$ cat src/rtl/clk_pkg.sv
// Shared definitions for the clock datapath: BCD digit type, widths and
// packed-BCD helper functions used by every counter field.
package clk_pkg;

    localparam int         BCD_W    = 4;
    localparam logic [3:0] BCD_MAX  = 4'd9;
    localparam int         MAX_NDIG = 4;
    localparam int         MAX_W    = BCD_W * MAX_NDIG;

    typedef logic [BCD_W-1:0] bcd_digit_t;
    typedef logic [MAX_W-1:0] bcd_vec_t;

    // Narrower fields are zero-extended by the caller; zero nibbles are valid.
    function automatic logic bcd_valid(input bcd_vec_t v);
        logic ok;
        ok = 1'b1;
        for (int i = 0; i < MAX_NDIG; i++) begin
            if (v[i*BCD_W +: BCD_W] > BCD_MAX) begin
                ok = 1'b0;
            end
        end
        return ok;
    endfunction

    // Unsigned a < b, taken from the borrow of a widened subtraction.
    function automatic logic bcd_lt(input bcd_vec_t a, input bcd_vec_t b);
        logic [MAX_W:0] diff;
        diff = {1'b0, a} - {1'b0, b};
        return diff[MAX_W];
    endfunction

endpackage

$ cat src/rtl/bcd_mod_counter_digit.sv
// Single BCD digit step: increments or decrements d when cin is set and
// reports the carry/borrow into the next more significant digit.
module bcd_digit
    import clk_pkg::*;
(
    input  bcd_digit_t d,
    input  logic       up,
    input  logic       cin,
    output bcd_digit_t d_next,
    output logic       cout
);

    always_comb begin
        d_next = d;
        cout   = 1'b0;
        if (cin) begin
            if (up) begin
                if (d >= BCD_MAX) begin
                    d_next = '0;
                    cout   = 1'b1;
                end else begin
                    d_next = d + 4'd1;
                end
            end else begin
                if (d == '0) begin
                    d_next = BCD_MAX;
                    cout   = 1'b1;
                end else begin
                    d_next = d - 4'd1;
                end
            end
        end
    end

endmodule

$ cat src/rtl/bcd_mod_counter.sv
// Multi-digit BCD modulo counter (MIN_VAL..MAX_VAL) with up/down count,
// checked synchronous load and a combinational cascade terminal count.
module bcd_mod_counter
    import clk_pkg::*;
#(
    parameter int                NDIG    = 2,
    parameter logic [4*NDIG-1:0] MIN_VAL = '0,
    parameter logic [4*NDIG-1:0] MAX_VAL = 8'h23
) (
    input  logic              CP,
    input  logic              CLR,
    input  logic              EN,
    input  logic              UP,
    input  logic              LD,
    input  logic [4*NDIG-1:0] DIN,
    output logic [4*NDIG-1:0] Q,
    output logic              CO,
    output logic              LDERR
);

    localparam int W = BCD_W * NDIG;

    logic [W-1:0]  r_q;
    logic          r_lderr;
    logic [W-1:0]  w_q_next;
    logic          w_lderr_next;
    logic [W-1:0]  w_step;
    logic [NDIG:0] w_carry;
    logic          w_q_legal;
    logic          w_din_legal;
    logic          w_at_max;
    logic          w_at_min;
    logic          w_at_term;
    logic          w_wrap;

    // Ripple chain: digit 0 always steps, higher digits step on carry/borrow.
    assign w_carry[0] = 1'b1;

    generate
        for (genvar gi = 0; gi < NDIG; gi++) begin : g_digit
            bcd_digit u_digit (
                .d      (r_q[gi*BCD_W +: BCD_W]),
                .up     (UP),
                .cin    (w_carry[gi]),
                .d_next (w_step[gi*BCD_W +: BCD_W]),
                .cout   (w_carry[gi+1])
            );
        end
    endgenerate

    assign w_q_legal   = bcd_valid(bcd_vec_t'(r_q))
                       && !bcd_lt(bcd_vec_t'(r_q), bcd_vec_t'(MIN_VAL))
                       && !bcd_lt(bcd_vec_t'(MAX_VAL), bcd_vec_t'(r_q));
    assign w_din_legal = bcd_valid(bcd_vec_t'(DIN))
                       && !bcd_lt(bcd_vec_t'(DIN), bcd_vec_t'(MIN_VAL))
                       && !bcd_lt(bcd_vec_t'(MAX_VAL), bcd_vec_t'(DIN));

    assign w_at_max  = (r_q == MAX_VAL);
    assign w_at_min  = (r_q == MIN_VAL);
    assign w_at_term = UP ? w_at_max : w_at_min;
    // A carry out of the top digit only happens at a range end, so it also wraps.
    assign w_wrap    = w_at_term | w_carry[NDIG];

    assign CO = EN & ~LD & w_at_term;

    always_comb begin
        w_q_next     = r_q;
        w_lderr_next = 1'b0;
        if (LD) begin
            if (w_din_legal) begin
                w_q_next = DIN;
            end else begin
                w_q_next     = MIN_VAL;
                w_lderr_next = 1'b1;
            end
        end else if (EN) begin
            if (!w_q_legal) begin
                w_q_next = MIN_VAL;
            end else if (w_wrap) begin
                w_q_next = UP ? MIN_VAL : MAX_VAL;
            end else begin
                w_q_next = w_step;
            end
        end
    end

    always_ff @(posedge CP or posedge CLR) begin
        if (CLR) begin
            r_q     <= MIN_VAL;
            r_lderr <= 1'b0;
        end else begin
            r_q     <= w_q_next;
            r_lderr <= w_lderr_next;
        end
    end

    assign Q     = r_q;
    assign LDERR = r_lderr;

endmodule

$ cat config.mk
export PLATFORM = sky130hd
export DESIGN_NAME = bcd_mod_counter
export DESIGN_NICKNAME = d
export VERILOG_FILES = /design/src/rtl/clk_pkg.sv /design/src/rtl/bcd_mod_counter_digit.sv /design/src/rtl/bcd_mod_counter.sv
export SDC_FILE = /design/constraint.sdc
export NUM_CORES = 1
export LEC_CHECK = 0
export ABC_CLOCK_PERIOD_IN_PS = 5050
export CAP_MARGIN = 10
export CORE_MARGIN = 5
export CORE_UTILIZATION = 35
export CTS_BUF_LIST = sky130_fd_sc_hd__clkbuf_2
export DETAILED_ROUTE_END_ITERATION = 10
export MAX_ROUTING_LAYER = met4
export PLACE_DENSITY = 0.64
export SYNTH_ARGS = -nofsm -noshare
export SYNTH_HDL_FRONTEND = slang
export SYNTH_HIERARCHICAL = 1
export SYNTH_SLANG_ARGS = --single-unit
$ cat constraint.sdc
create_clock -name CP -period 5.05 [get_ports CP]
set_input_delay 0.7575 -clock CP [delete_from_list [all_inputs] [get_ports CP]]
set_output_delay 0.7575 -clock CP [all_outputs]
set_load 0.01 [all_outputs]
==> flow_metrics.env <==
export IMPL_antenna_found_initial=0
export IMPL_status="finished, final reports clean"
export IMPL_die_x_um=67.6
export IMPL_yosysUniqueCellTypes=46
export IMPL_final_period_utilization=0.716
export IMPL_dieHeight_um=67.6
export IMPL_io_buffers=22
export IMPL_clockBufferDepth=2
export IMPL_start_util=0.354
export IMPL_cts_resized=0
export IMPL_synth_area_mux_share=0.0172
export IMPL_synth_compound_area_frac=0.330
export IMPL_area_growth_pct=19.6
export IMPL_intPower_w=0.000184
export IMPL_final_net_count=170
export IMPL_setup_viol=0
export IMPL_tns_ns=0
export IMPL_cts_inserted_buffers=3
export IMPL_cp_end_kind="output pin"
export IMPL_path_class="primary input to output pin"
export IMPL_cts_sinks=9
export IMPL_grt_max_degree=18
export IMPL_swShare=0.391
export IMPL_power_frac_comb=0.522
export IMPL_ys_seq_area_frac=0.194
export IMPL_start_kind="primary input"
export IMPL_rows=21
export IMPL_coreArea_um2=3280
export IMPL_cts_htree_levels=1
export IMPL_min_path_type="primary input to async pin"
export IMPL_clock_fmax_mhz=276
export IMPL_synth_edf_count=0
export IMPL_crit_path_max_fanout=15
export IMPL_crit_start="LD"
export IMPL_cellPowerDensity_nw_per_um2=217
export IMPL_r2r_start="Q[1]$_DFFE_PP0P_"
export IMPL_synth_top_family_by_area="compound AO/OA/AOI/OAI gates"
export IMPL_power_switching_w=0.000118
export IMPL_netlist_area_um2=1160
export IMPL_synth_top_area_cell="dfrtp_1"
export IMPL_leakagePower_nw=0.558
export IMPL_yosysTopAreaCellShare=0.194
export IMPL_drt_wl_total_mm=2.74
export IMPL_ir_drop_uv=97.4
export IMPL_ios=23
export IMPL_gp_congestion=0.921
export IMPL_yosys_area_share_xor_xnor=0
export IMPL_synth_area_leaders="dfrtp_1, ha_1, a31o_2, nor3b_1, buf_6"
export IMPL_syn_area_per_cell_um2=8.86
export IMPL_hold_ws_ns=0.780
export IMPL_cts_tree="done"
export IMPL_place_hpwl_mm=2.12
export IMPL_arrival_ns=2.86
export IMPL_cts_root_buf="clkbuf_2"
export IMPL_diodes=0
export IMPL_syn_inst=131
export IMPL_synthSimpleGateAreaFrac=0.277
export IMPL_post_cts_buffers=0
export IMPL_fin_skew_ns=0.000160
export IMPL_rsz0062_at_grt="no"
export IMPL_clk_pin_slew_worst_paths_ns=0.09
export IMPL_fin_crit_ns=3.62
export IMPL_dr_pass1_iters=4
export IMPL_ys_ff_latch=9
export IMPL_finalHoldViolations=0
export IMPL_drt_iter0_drc=67
export IMPL_nFillCells=335
export IMPL_ys_async_sr_fraction=1.00
export IMPL_num_vias=1063
export IMPL_grt_usage=0.129
export IMPL_synth_adder_area_share=0.0862
export IMPL_yosys_warnings=6
export IMPL_power_frac_seq=0.330
export IMPL_synthFlopType="dfrtp_1"
export IMPL_tightest_slew_ns=0.588
export IMPL_clkPwrFrac=0.148
export IMPL_postRouteAntennaNets=0
export IMPL_drc=0
export IMPL_required_ns=4.29
export IMPL_grt_pass1_vias=1025
export IMPL_ctsHoldBuffers=0
export IMPL_dieArea_um2=4570
export IMPL_max_slew_margin_rel=0.607
export IMPL_syn_nets=152
export IMPL_drive_above_1_share=0.162
export IMPL_avgRoutedWirePerCell_um=14.1
export IMPL_via_per_inst=5.48
export IMPL_clock_latency_ns=0.23
export IMPL_slew_viol_final=0
export IMPL_grt_pass1_wl_mm=4.52
export IMPL_max_cap_violations=0
export IMPL_grt_overflow=0
[metal layers]
metal / wire [um] / global-route usage
met1: 1320 / 0.164
met2: 1310 / 0.217
met3: 106 / 0.0166
met4: 0 / 0.0228
met5: 0 / -
[critical path: stages]
cell	delay [ns]
clkdlybuf4s50_1	0.65
or4b_4	0.61
a211oi_1	0.25
clkdlybuf4s50_1	0.59
[state kept, by name, summed over array words and instances (netlist names)]
name and cells:
Q 8, LDERR 1
[worst paths after layout]
check                                    to  slack [ns]  depth (start not counted)
max reg2reg                Q[6]$_DFFE_PP0P_        2.26                          9
max                                      CO        1.43                          4
min                         LDERR$_DFF_PP0_        0.78                          2
min reg2reg                Q[7]$_DFFE_PP0P_        0.87                          1
max in group asynchronous  Q[4]$_DFFE_PP0P_        4.02                          2
min in group CP            Q[7]$_DFFE_PP0P_        0.87                          1
[through the flow]
stage	cells	total power, W	util	setup WS, ns	area (um^2)
after floorplan	131	0.000212	-	2.61	1160
after CTS	194	0.000304	0.423	1.43	1390
after global placement	190	0.000255	0.417	1.51	1370
after global routing	194	0.000326	0.423	1.36	1390
final	194	0.000302	0.423	1.43	1390
after detailed placement	190	0.000259	0.417	1.44	1370
[synthesized netlist by cell type, drive strengths merged (2+ instances only)]
| cell | number |
|---|---|
| ha | 8 |
| a221o | 2 |
| o211ai | 4 |
| a21boi | 2 |
| buf | 7 |
| nor2 | 8 |
| nand3b | 2 |
| a2111oi | 5 |
| a21oi | 2 |
| or4b | 3 |
| o21ai | 5 |
| nand2b | 2 |
| and2b | 2 |
| a311o | 2 |
| nor4b | 2 |
| or3b | 2 |
| mux2i | 2 |
| o32ai | 2 |
| a22o | 2 |
| dfrtp | 9 |
| inv | 10 |
| a211oi | 2 |
| a31o | 7 |
| a21o | 3 |
| nor3b | 9 |
| nand3 | 4 |
| nand2 | 5 |
| o22ai | 2 |
| a31oi | 3 |
| or2 | 3 |
| clkbuf | 2 |
[cell families (layout without fill, tap and decap cells)]
group                    after synthesis  in the layout
multiplexers                           2              2
flip-flops                             9              9
AO/OA/AOI/OAI                         45             45
adder cells (fa/ha/maj)                8              8
AND/OR/NAND/NOR                       47             47
other                                  1              1
buffers and inverters                 19             36
[cell type report]
cell class / instances / area (um^2) / share of cell area
clock buffers: 4 / 20.0 / 0.0144
well taps: 46 / 57.6 / 0.0414
multi-input cells: 103 / 828 / 0.596
inverters: 10 / 37.5 / 0.0270
repair buffers: 22 / 220 / 0.159
flip-flops and latches: 9 / 225 / 0.162
[cell usage in the layout, fill, tap and decap left out, types with 2 or more instances in the layout]
cell type and n:
clkdlybuf4s50_1 22, and2b_2 2, clkbuf_2 4, a221o_1 2, a311o_1 2, a31oi_1 3
nor2_1 8, nor3b_1 8, or3b_4 2, nand2b_1 2, a31o_2 7, nand3_1 4
o22ai_1 2, a2111oi_0 4, dfrtp_1 9, o21ai_0 5, inv_1 10, or2_2 2
o32ai_1 2, nand2_1 5, a21oi_1 2, a21boi_2 2, a22o_1 2, a21o_1 3
o211ai_1 4, or4b_1 2, nor4b_1 2, nand3b_1 2, ha_1 8, mux2i_1 2
[power by group through the flow]
stage	combinational (W)	clock, W	sequential [W]
2_1_floorplan	0.000116	0	0.0000955
3_3_place_gp	0.000154	0	0.000100
3_5_place_dp	0.000157	0	0.000101
4_1_cts	0.000158	0.0000465	0.0000996
5_1_grt	0.000173	0.0000507	0.000102
6_report	0.000158	0.0000446	0.0000996
No activity file was read; power rests on OpenSTA's default activity.
